--- src/rtl/uart_pkg.sv ---
// Shared constants, state encoding and frame helpers for the UART serializer path.
package uart_pkg;

    localparam int PACKET_W   = 11;
    localparam int START_IDX  = 10;
    localparam int DATA_HI    = 9;
    localparam int DATA_LO    = 2;
    localparam int PARITY_IDX = 1;
    localparam int STOP_IDX   = 0;

    typedef enum logic [1:0] {
        IDLE,
        ALIGN,
        SHIFT
    } state_t;

    // Odd parity covers the data byte plus the parity bit itself.
    function automatic logic odd_parity_ok(input logic [PACKET_W-1:0] packet);
        return ^packet[DATA_HI:PARITY_IDX];
    endfunction

endpackage

--- src/rtl/sync_edge_detect.sv ---
// Two-flop synchroniser for an asynchronous level, plus a one-cycle rising-edge pulse.
module sync_edge_detect (
    input  logic clk,
    input  logic rst,
    input  logic i_async,
    output logic o_rise
);

    logic r_s1;
    logic r_s2;
    logic r_s3;

    always_ff @(posedge clk) begin
        if (rst) begin
            r_s1 <= 1'b0;
            r_s2 <= 1'b0;
            r_s3 <= 1'b0;
        end else begin
            r_s1 <= i_async;
            r_s2 <= r_s1;
            r_s3 <= r_s2;
        end
    end

    assign o_rise = r_s2 & ~r_s3;

endmodule

--- src/rtl/uart_serializer.sv ---
// Shifts a framed UART packet out on tx, one bit per uart_clock rising edge,
// after optionally validating start, stop and odd parity.
module uart_serializer
    import uart_pkg::*;
#(
    parameter int   PACKET_W    = uart_pkg::PACKET_W,
    parameter logic IDLE_LEVEL  = 1'b1,
    parameter bit   CHECK_FRAME = 1'b1
) (
    input  logic                clk,
    input  logic                rst,
    input  logic                uart_clock,
    input  logic [PACKET_W-1:0] uart_packet,
    input  logic                startTransmit,
    output logic                tx,
    output logic                busy,
    output logic                done,
    output logic                frame_err
);

    localparam int                CNT_W    = $clog2(PACKET_W + 1);
    localparam logic [CNT_W-1:0]  LAST_CNT = CNT_W'(PACKET_W);

    state_t              r_state;
    logic [PACKET_W-1:0] r_shreg;
    logic [CNT_W-1:0]    r_bit_cnt;
    logic                r_start_q;
    logic                r_tx;
    logic                r_busy;
    logic                r_done;
    logic                r_frame_err;

    logic                w_tick;
    logic                w_start_edge;
    logic                w_frame_ok;

    sync_edge_detect u_baud (
        .clk     (clk),
        .rst     (rst),
        .i_async (uart_clock),
        .o_rise  (w_tick)
    );

    assign w_start_edge = startTransmit & ~r_start_q;
    assign w_frame_ok   = !CHECK_FRAME ||
                          ((uart_packet[PACKET_W-1] == 1'b0) &&
                           (uart_packet[STOP_IDX] == 1'b1) &&
                           odd_parity_ok(uart_packet));

    always_ff @(posedge clk) begin
        if (rst) begin
            r_state     <= IDLE;
            r_shreg     <= '0;
            r_bit_cnt   <= '0;
            r_start_q   <= 1'b0;
            r_tx        <= IDLE_LEVEL;
            r_busy      <= 1'b0;
            r_done      <= 1'b0;
            r_frame_err <= 1'b0;
        end else begin
            r_start_q   <= startTransmit;
            r_done      <= 1'b0;
            r_frame_err <= 1'b0;
            case (r_state)
                IDLE: begin
                    // A tick arriving with the request is left alone so the
                    // start bit always gets a full period from the next tick.
                    if (w_start_edge) begin
                        if (w_frame_ok) begin
                            r_shreg <= uart_packet;
                            r_busy  <= 1'b1;
                            r_state <= ALIGN;
                        end else begin
                            r_frame_err <= 1'b1;
                        end
                    end
                end
                ALIGN: begin
                    if (w_tick) begin
                        r_tx      <= r_shreg[PACKET_W-1];
                        r_shreg   <= {r_shreg[PACKET_W-2:0], 1'b0};
                        r_bit_cnt <= CNT_W'(1);
                        r_state   <= SHIFT;
                    end
                end
                SHIFT: begin
                    if (w_tick) begin
                        if (r_bit_cnt < LAST_CNT) begin
                            r_tx      <= r_shreg[PACKET_W-1];
                            r_shreg   <= {r_shreg[PACKET_W-2:0], 1'b0};
                            r_bit_cnt <= r_bit_cnt + 1'b1;
                        end else begin
                            r_tx    <= IDLE_LEVEL;
                            r_busy  <= 1'b0;
                            r_done  <= 1'b1;
                            r_state <= IDLE;
                        end
                    end
                end
                default: r_state <= IDLE;
            endcase
        end
    end

    assign tx        = r_tx;
    assign busy      = r_busy;
    assign done      = r_done;
    assign frame_err = r_frame_err;

endmodule

--- config.mk ---
export PLATFORM = sky130hd
export DESIGN_NAME = uart_serializer
export DESIGN_NICKNAME = d
export VERILOG_FILES = /design/src/rtl/uart_pkg.sv /design/src/rtl/sync_edge_detect.sv /design/src/rtl/uart_serializer.sv
export SDC_FILE = /design/constraint.sdc
export NUM_CORES = 1
export LEC_CHECK = 0
export CAP_MARGIN = 5
export CORE_UTILIZATION = 48
export CTS_CLUSTER_SIZE = 14
export DETAILED_ROUTE_END_ITERATION = 10
export PLACE_DENSITY_LB_ADDON = 0.2
export SETUP_SLACK_MARGIN = 0.1
export SYNTH_ARGS = -nofsm -noshare
export SYNTH_HDL_FRONTEND = slang
export SYNTH_HIERARCHICAL = 1
export SYNTH_SLANG_ARGS = --single-unit
--- constraint.sdc ---
create_clock -name clk -period 2 [get_ports clk]
set_input_delay 0.4 -clock clk [delete_from_list [all_inputs] [get_ports clk]]
set_output_delay 0.4 -clock clk [all_outputs]
set_load 0.01 [all_outputs]
; Word level (Yosys, flattened, before mapping)
; Cells that the tools add are included.
; W data, S select, Z words.
[word_totals]
mem_bits_rw = 0
register_bits = 25
memories = 0
out_inout_bits = 4
elab_cells = 71
mem_bits_ro = 0
latch_bits = 0
[classes]
addsub = 1
order_cmp = 1
n_shift = 0
bitwise_logic = 9
n_mux = 27
n_div = 0
multipliers = 0
reduce_logical = 14
eq_ne = 8
[op_table]
columns = op, count
row1 = $mux W11, 5
row2 = $pmux W11 S3, 1
row3 = $mux W4, 3
row4 = $mux W2, 5
row5 = $reduce_and A5 Y1, 2
row6 = $mux W1, 9
row7 = $reduce_xor A9 Y1, 1
row8 = $ne A2 B2 Y1 const B, 4
row9 = $pmux W4 S2, 1
row10 = $not A1 Y1, 7
row11 = $pmux W2 S3, 1
row12 = $reduce_and A6 Y1, 1
row13 = $reduce_or A3 Y1, 2
row14 = $add A4 B1 Y4 const B, 1
row15 = $lt A4 B4 Y1 const B, 1
row16 = $ne A2 B1 Y1 const B, 2
row17 = $pmux W1 S2, 2
row18 = $reduce_and A4 Y1, 1
row19 = $reduce_bool A2 Y1, 2
row20 = $reduce_and A3 Y1, 1
row21 = $reduce_bool A3 Y1, 1
row22 = $and A1 B1 Y1, 2
row23 = $eq A2 B1 Y1 const B, 1
row24 = $eq A2 B2 Y1 const B, 1
row25 = 2 further kinds, 3

; Logic depth before layout (Yosys ltp)
; Gate-level depths: netlist of the first run.
[depth]
word_depth = 6
depth_mapped = 8
mapped_depth_nobuf = 7

; Hierarchy
; The synthesis of the first run kept the hierarchy.
[by_module_without_submodules]
columns = module, n_inst, area_each_um2, cells_per_inst, seq_area_each_um2
row1 = uart_serializer, 1, 1330.0, 145, 440.4
row2 = sync_edge_detect, 1, 87.6, 7, 60.1

; Worst setup path before layout of the first run
; Ideal clock, no wire load.
[synth_path]
path_kind = register to register
start = reg r_state[0]
end = reg r_shreg[0]
required_ps = 1868
path_buffers = 2
stages_incl_launch_ff = 9
synth_period_minus_slack_ps = 1950
arrival_ps = 1817
slack_ps = 50
cell_sequence = dfxtp_1 -> inv_1 -> ha_1 -> clkbuf_1 -> o32ai_1 -> nand4_1 -> clkbuf_1 -> nand4_1 -> a21oi_1
[synth_via]
elab_chain_cells = 3
[synth_rtl]
columns = item, line_no
row1 = "start, declared", uart_serializer.sv:24  ; state_t r_state;
row2 = "start signal, assigned", uart_serializer.sv:52  ; r_state <= IDLE;
row3 = "start signal, assigned", uart_serializer.sv:72  ; r_state <= ALIGN;
row4 = "start signal, assigned", uart_serializer.sv:83  ; r_state <= SHIFT;
row5 = "$eq A2 B2 Y1, or another cell as far along", uart_serializer.sv:64  ; case (r_state)
row6 = "$ne A2 B2 Y1 (no source line), or another cell as far along", --
row7 = $reduce_and A6 Y1 (no source line), --
row8 = "end signal, assigned", uart_serializer.sv:70  ; r_shreg <= uart_packet;
row9 = "end signal, assigned", uart_serializer.sv:81  ; r_shreg <= {r_shreg[PACKET_W-2:0], 1'b0};
row10 = "end signal, assigned", uart_serializer.sv:90  ; r_shreg <= {r_shreg[PACKET_W-2:0], 1'b0};
row11 = "end, declared", uart_serializer.sv:25  ; logic [PACKET_W-1:0] r_shreg;
; Several ways; a longest one is shown, not always the timed one.
; A chain may end at the register's enable or synchronous reset.

; Worst setup path after layout of the first run
[layout_path]
start = in uart_packet[0]
end = reg r_state[0]
[layout_via]
elab_chain_cells = 4
[layout_rtl]
columns = item, line_no
row1 = "start, declared", uart_serializer.sv:13  ; input logic [PACKET_W-1:0] uart_packet,
row2 = $logic_and A1 B1 Y1, uart_serializer.sv:46  ; ((uart_packet[PACKET_W-1] == 1'b0) &&
row3 = $logic_and A1 B1 Y1, uart_serializer.sv:47  ; (uart_packet[STOP_IDX] == 1'b1) &&
row4 = $ne A2 B2 Y1 (no source line), --
row5 = $reduce_and A5 Y1 (no source line), --
; No other way between the ends.

==> impl_metrics.yaml, run 1 <==
routing:
  detail_route.wirelength_um: 3480
  detail_routed_via_count_per_cell: 5.97
  remaining_drc_errors: 0
  detailedRoute.firstIterationViolations: 72
  routed_wire_length_per_instance_um: 15.9
  1st_pass_router_iterations: 4
  ant_nets: 0
  number_of_vias_in_the_routed_layout: 1307
place:
  detailed_place.area_um2: 1780
  placer_congestion: 0.772
  io_buffer_count: 18
  dp_hpwl_um: 2370
  post-place-cells: 212
yosys:
  synth.distinct_cells: 39
  synth-seq-cells: 25
  synth_top_cells_by_area: "sky130_fd_sc_hd__dfxtp_1, sky130_fd_sc_hd__mux2_2, sky130_fd_sc_hd__ha_1, sky130_fd_sc_hd__nand4_1, sky130_fd_sc_hd__o211ai_1"
  mappedNetlistArea_um2: 1420
  async_reset_ff_share_pct: 0
  synthFlopType: "sky130_fd_sc_hd__dfxtp_1"
  post_synthesis_net_count: 173
  yosysTopAreaCellShare_pct: 35.3
  synth.yosys.warnings: 6
  postSynthCellCount: 152
  ys_seq_area_share_pct: 35.3
  synth_top_area_cell: "sky130_fd_sc_hd__dfxtp_1"
  synth_edf_count: 0
  synth_area_per_cell_um2: 9.33
floorplan:
  row_count: 19
  y_dimension_of_the_die_um: 56.3
  fp.dieArea_um2: 3170
  initial_utilization_pct: 51.0
  die_w_um: 56.3
  num_io_pins: 19
  floorplan.core_area_um2: 2780
clock_tree:
  cts.htree.levels: 1
  cts_tree: "yes"
  cts.sink_count: 25
  worst_setup_hold_path_clk_slew_ns: 0.15
  numCtsBuffers: 3
  ctsLongestPathBuffers: 2
  cts-root-buf: "sky130_fd_sc_hd__clkbuf_4"
  ctsHoldBuffers: 0
  insertion_delay_ns: 0.33
worst_setup_path:
  required_time_at_the_worst_slack_endpoint_ns: 2.24
  bufs_and_invs_on_worst_path: 3
  cpLargestDelayFamily: "buffers and inverters"
  worst-endpoint-arrival_ns: 2.12
  worst_path_most_repeated_cell: "sky130_fd_sc_hd__buf_4"
  path_cells: "clkdlybuf4s50_1 > nor4bb_2 > buf_4 > nand2_2 > mux2i_4 > buf_4 > o21bai_1 > a211oi_1"
  critical_path_peak_fanout: 5
  ws_path_type: "input port to flop"
  setup.worst_path.end_class: "flop"
  critPathSlowestCell: "sky130_fd_sc_hd__clkdlybuf4s50_1"
  worst_setup_path_start_kind: "input port"
  timing.critical_path.slowest_cell_delay_ns: 0.48
layout:
  ff_latch_area_um2: 503
  finalNonFillerCells: 219
  nets_finish: 210
  drive_above_1_share_pct: 28.2
  layout_commonest_cell: "sky130_fd_sc_hd__dfxtp_1"
  final_design_area_no_fill_um2: 1890
  flow.area_growth_from_synthesis_pct: 33.6
  finalCoreUtilization_pct: 68.1
  mostFrequentLayoutCells: "sky130_fd_sc_hd__dfxtp_1, sky130_fd_sc_hd__buf_4, sky130_fd_sc_hd__nand4_1, sky130_fd_sc_hd__a21oi_1, sky130_fd_sc_hd__clkdlybuf4s50_1"
  final.fill_count: 221
  multi_input_area_um2: 891
  insertedDiodeCount: 0
timing:
  worst_slew_pin_slew_ns: 0.500
  hold_viol_final: 0
  setup-violations-final: 0
  timing.clock.skew_ns: 0.00733
  fin_crit_sh_pct: 93.8
  final.min_clock_period_ns: 1.88
  fmaxAchievable_ghz: 0.533
  unrepaired_setup_endpoints_after_global_routing: "true"
  max_slew_margin_pct: 66.7
  final_max_slew_violation_count: 0
  worst_hold_slack_ns: 0.460
grt:
  gr-usage-all-layers_pct: 21.7
  grt_pass1_wl_um: 5400
  antenna_found_initial: 0
  globalRoute.totalOverflow: 0
  grt_start_max_net_pins: 19
  grt_pass1_vias: 1271
hold_path:
  hold_removal_path_class: "flop to flop"
power_and_ir_drop:
  vdd_ir_drop_max_mv: 0.573
  cellLeakagePower_uw: 0.000746
  power.density_cell_area_nw_per_um2: 892
  totalPowerFinal_uw: 1690
flow_run:
  cap_violations: 0
run_status:
  outcome: "finished, final reports clean"
-- flip-flops by register name, summed over array words and instances, names as in the netlist --
signal,flops
busy,1
r_shreg,11
u_baud/r_s1,1
u_baud/r_s2,1
u_baud/r_s3,1
frame_err,1
tx,1
r_bit_cnt,4
done,1
r_start_q,1
r_state,2
-- worst register-to-register path, cell delays in order, from the launching register on --
cell,delay [ns]
sky130_fd_sc_hd__dfxtp_2,0.40
sky130_fd_sc_hd__inv_2,0.06
sky130_fd_sc_hd__ha_2,0.18
sky130_fd_sc_hd__nor2b_1,0.17
sky130_fd_sc_hd__o32ai_4,0.31
sky130_fd_sc_hd__nand4_1,0.17
sky130_fd_sc_hd__buf_6,0.17
sky130_fd_sc_hd__clkbuf_16,0.15
sky130_fd_sc_hd__nand4_1,0.09
sky130_fd_sc_hd__a21oi_1,0.07
-- cells by family (layout without fill, tap and decap cells) --
family	Yosys count	in the layout	share of synthesized area (%)
DFF	25	25	35.3
xor gates and xnor gates	7	7	7.41
buffers and inverters	17	53	4.68
muxes	12	12	10.2
and+or+nand+nor	45	45	18.4
AOI/OAI and AO/OA	40	40	18.6
adders and majority gates	6	6	5.30
-- Yosys cell counts (2+ instances only) --
cell                        n
sky130_fd_sc_hd__a22oi_1    3
sky130_fd_sc_hd__o211ai_1  10
sky130_fd_sc_hd__o21ai_0    5
sky130_fd_sc_hd__nand3_1    3
sky130_fd_sc_hd__ha_1       6
sky130_fd_sc_hd__nor2_1     7
sky130_fd_sc_hd__nand4_1   12
sky130_fd_sc_hd__nand2b_1   3
sky130_fd_sc_hd__clkbuf_1   9
sky130_fd_sc_hd__inv_1      6
sky130_fd_sc_hd__nor2b_1    5
sky130_fd_sc_hd__nand3b_1   2
sky130_fd_sc_hd__a21oi_1   13
sky130_fd_sc_hd__mux2_2    10
sky130_fd_sc_hd__buf_2      2
sky130_fd_sc_hd__xnor2_1    3
sky130_fd_sc_hd__dfxtp_1   25
sky130_fd_sc_hd__nand2_1    7
-- layout make-up --
| cell class | instances | share of cell area, % |
|---|---|---|
| clock buffers | 3 | 1.19 |
| clock inverters | 1 | 0.396 |
| inverters | 6 | 1.19 |
| multi-input cells | 110 | 47.0 |
| flip-flops and latches | 25 | 26.6 |
| well taps | 31 | 2.05 |
| repair buffers | 43 | 21.6 |
-- metal layers --
metal / global-route usage [%] / up-vias / part of all wire, % / routed length [um]
met4: 10.1 / 0 / 1.2 / 43
met5: 0 / - / 0 / 0
met3: 3.46 / 6 / 5.7 / 199
met2: 37.4 / 51 / 48 / 1670
li1: - / 637 / - / -
met1: 26.4 / 613 / 45 / 1570
-- where the power goes --
group	internal, uW	switching [uW]	total, uW
registers	587	56.7	644
clock network	76.6	167	243
logic	395	408	803
-- worst paths after layout --
path	from	to	slack [ns]	cells past startpoint
worst min register to register	u_baud/r_s1	u_baud/r_s2	0.46	1
worst max register to register	r_state[1]	r_shreg[10]	0.14	9
worst min-delay path	u_baud/r_s1	u_baud/r_s2	0.46	1
worst max-delay path	uart_packet[0]	r_state[0]	0.12	8
-- metrics by stage --
stage / TNS (ns) / setup WS, ns
floorplan: 0 / 0.135
global placement: -4.67 / -0.330
detailed placement: -5.34 / -0.377
CTS: 0 / 0.102
global route: 0 / 0.0273
finish: 0 / 0.123
-- what timing repair did --
action | in CTS | in global routing
gates resized for setup | 7 | 13
pin swaps | 4 | 4
setup endpoints to repair | 15 | 14
buffers inserted | 0 | 2
cloned | 0 | 1
Note: power is estimated with default switching activity, not from simulation.
==> run 2: changes to the inputs <==
Settings changed: REMOVE_ABC_BUFFERS set to 1.
==> impl_metrics.yaml, run 2 (synthesis results as in run 1) <==
layout:
  ff_latch_area_um2: 502
  largest-register: "r_shreg"
  mostFrequentLayoutCells: "sky130_fd_sc_hd__dfxtp_1, sky130_fd_sc_hd__buf_4, sky130_fd_sc_hd__a21oi_1, sky130_fd_sc_hd__nand4_1, sky130_fd_sc_hd__clkdlybuf4s50_1"
  multi_input_area_um2: 893
  insertedDiodeCount: 0
  drive_above_1_share_pct: 28.4
  final.fill_count: 232
  flow.area_growth_from_synthesis_pct: 32.4
  top_regs: "r_shreg x11, r_bit_cnt x4, r_state x2"
  finalCoreUtilization_pct: 67.5
  nets_finish: 212
  final_design_area_no_fill_um2: 1880
  largest_register_ff_count: 11
clock_tree:
  numCtsBuffers: 3
  insertion_delay_ns: 0.32
  cts.htree.levels: 1
  cts.sink_count: 25
  ctsLongestPathBuffers: 2
  worst_setup_hold_path_clk_slew_ns: 0.15
  cts-root-buf: "sky130_fd_sc_hd__clkbuf_4"
  cts_tree: "yes"
timing:
  final.setup.tns_ns: 0
  hold_viol_final: 0
  unrepaired_setup_endpoints_after_global_routing: "true"
  fmaxAchievable_ghz: 0.525
  fin_crit_sh_pct: 95.3
  timing.clock.skew_ns: 0.0131
  max_slew_margin_pct: 78.7
  final_max_slew_violation_count: 0
  setup-violations-final: 0
  worst_slew_pin_slew_ns: 0.317
  final.min_clock_period_ns: 1.91
  worst_hold_slack_ns: 0.459
floorplan:
  initial_utilization_pct: 51.0
  die_w_um: 56.3
  fp.dieArea_um2: 3170
  num_io_pins: 19
  y_dimension_of_the_die_um: 56.3
  floorplan.core_area_um2: 2780
  row_count: 19
flow_run:
  cap_violations: 0
power_and_ir_drop:
  cellLeakagePower_uw: 0.000754
  vdd_ir_drop_max_mv: 0.674
  power.density_cell_area_nw_per_um2: 917
grt:
  grt_pass1_vias: 1284
  gr-usage-all-layers_pct: 21.3
  globalRoute.totalOverflow: 0
  antenna_found_initial: 0
  grt_start_max_net_pins: 16
  grt_pass1_wl_um: 5470
worst_setup_path:
  timing.critical_path.slowest_cell_delay_ns: 0.48
  critPathSlowestCell: "sky130_fd_sc_hd__or4b_4"
  critical_path_peak_fanout: 3
  required_time_at_the_worst_slack_endpoint_ns: 2.23
  worst-endpoint-arrival_ns: 2.14
  cpLargestDelayFamily: "simple AND/OR/NAND/NOR gates"
  ws_path_type: "input port to flop"
  path_depth: 7
  setup.worst_path.end_class: "flop"
  reg2reg_depth: 9
  worst_setup_path_start_kind: "input port"
  r2r_setup_slack_ns: 0.21
  bufs_and_invs_on_worst_path: 2
  path_cells: "clkdlybuf4s50_1 > nor4bb_2 > buf_4 > nand2_1 > mux2i_4 > or4b_4 > o311ai_2"
place:
  dp_hpwl_um: 2430
  placer_congestion: 0.864
  detailed_place.area_um2: 1750
  io_buffer_count: 18
run_status:
  outcome: "finished, final reports clean"
routing:
  number_of_vias_in_the_routed_layout: 1298
  detailedRoute.firstIterationViolations: 59
  routed_wire_length_per_instance_um: 15.5
  ant_nets: 0
  detail_routed_via_count_per_cell: 5.87
  remaining_drc_errors: 0
  1st_pass_router_iterations: 4
  detail_route.wirelength_um: 3430
hold_path:
  hold-path-cell-count: 1
  hold_removal_path_class: "flop to flop"
[run 2: final timing paths]
kind	from	to
setup / recovery	startTransmit	busy
hold / removal	u_baud/r_s1	u_baud/r_s2
setup reg to reg	r_state[1]	r_shreg[2]
hold reg to reg	u_baud/r_s1	u_baud/r_s2
[run 2: where the power goes]
group | switching, uW | internal (uW) | total, uW
clock network | 159 | 76.3 | 235
logic | 413 | 435 | 849
registers | 53.1 | 585 | 638
total | 625 | 1100 | 1720
[run 2: layout make-up]
type                    instances  area share, %
well taps                      31           2.07
multi-input cells             110           47.6
flip-flops and latches         25           26.7
inverters                       6           1.20
clock buffers                   3           1.20
clock inverters                 1          0.400
repair buffers                 45           20.8
[run 2: what timing repair did]
action                                  4_1_cts  5_1_grt
setup buffers                                 3        2
pin swaps                                     3        3
resized for setup                             7       12
endpoints found under the setup margin       15       14
hold buffers                                  0        0
gates cloned                                  0        1
[run 2: routing by layer]
| layer | track usage, % | routed length, um | vias to the layer above |
|---|---|---|---|
| met5 | 0 | 0 | - |
| met4 | 8.01 | 61 | 0 |
| met3 | 2.76 | 127 | 6 |
| met2 | 38.3 | 1720 | 33 |
| met1 | 25.8 | 1520 | 617 |
| li1 | - | - | 642 |
[run 2: per-stage QoR]
stage               power, uW  setup WS (ns)  instances
finish                   1720         0.0948        221
floorplan                1130         -0.616        141
global route             1810         0.0418        221
detailed placement       1390         -0.375        211
CTS                      1670          0.109        218
global placement         1370         -0.340        211
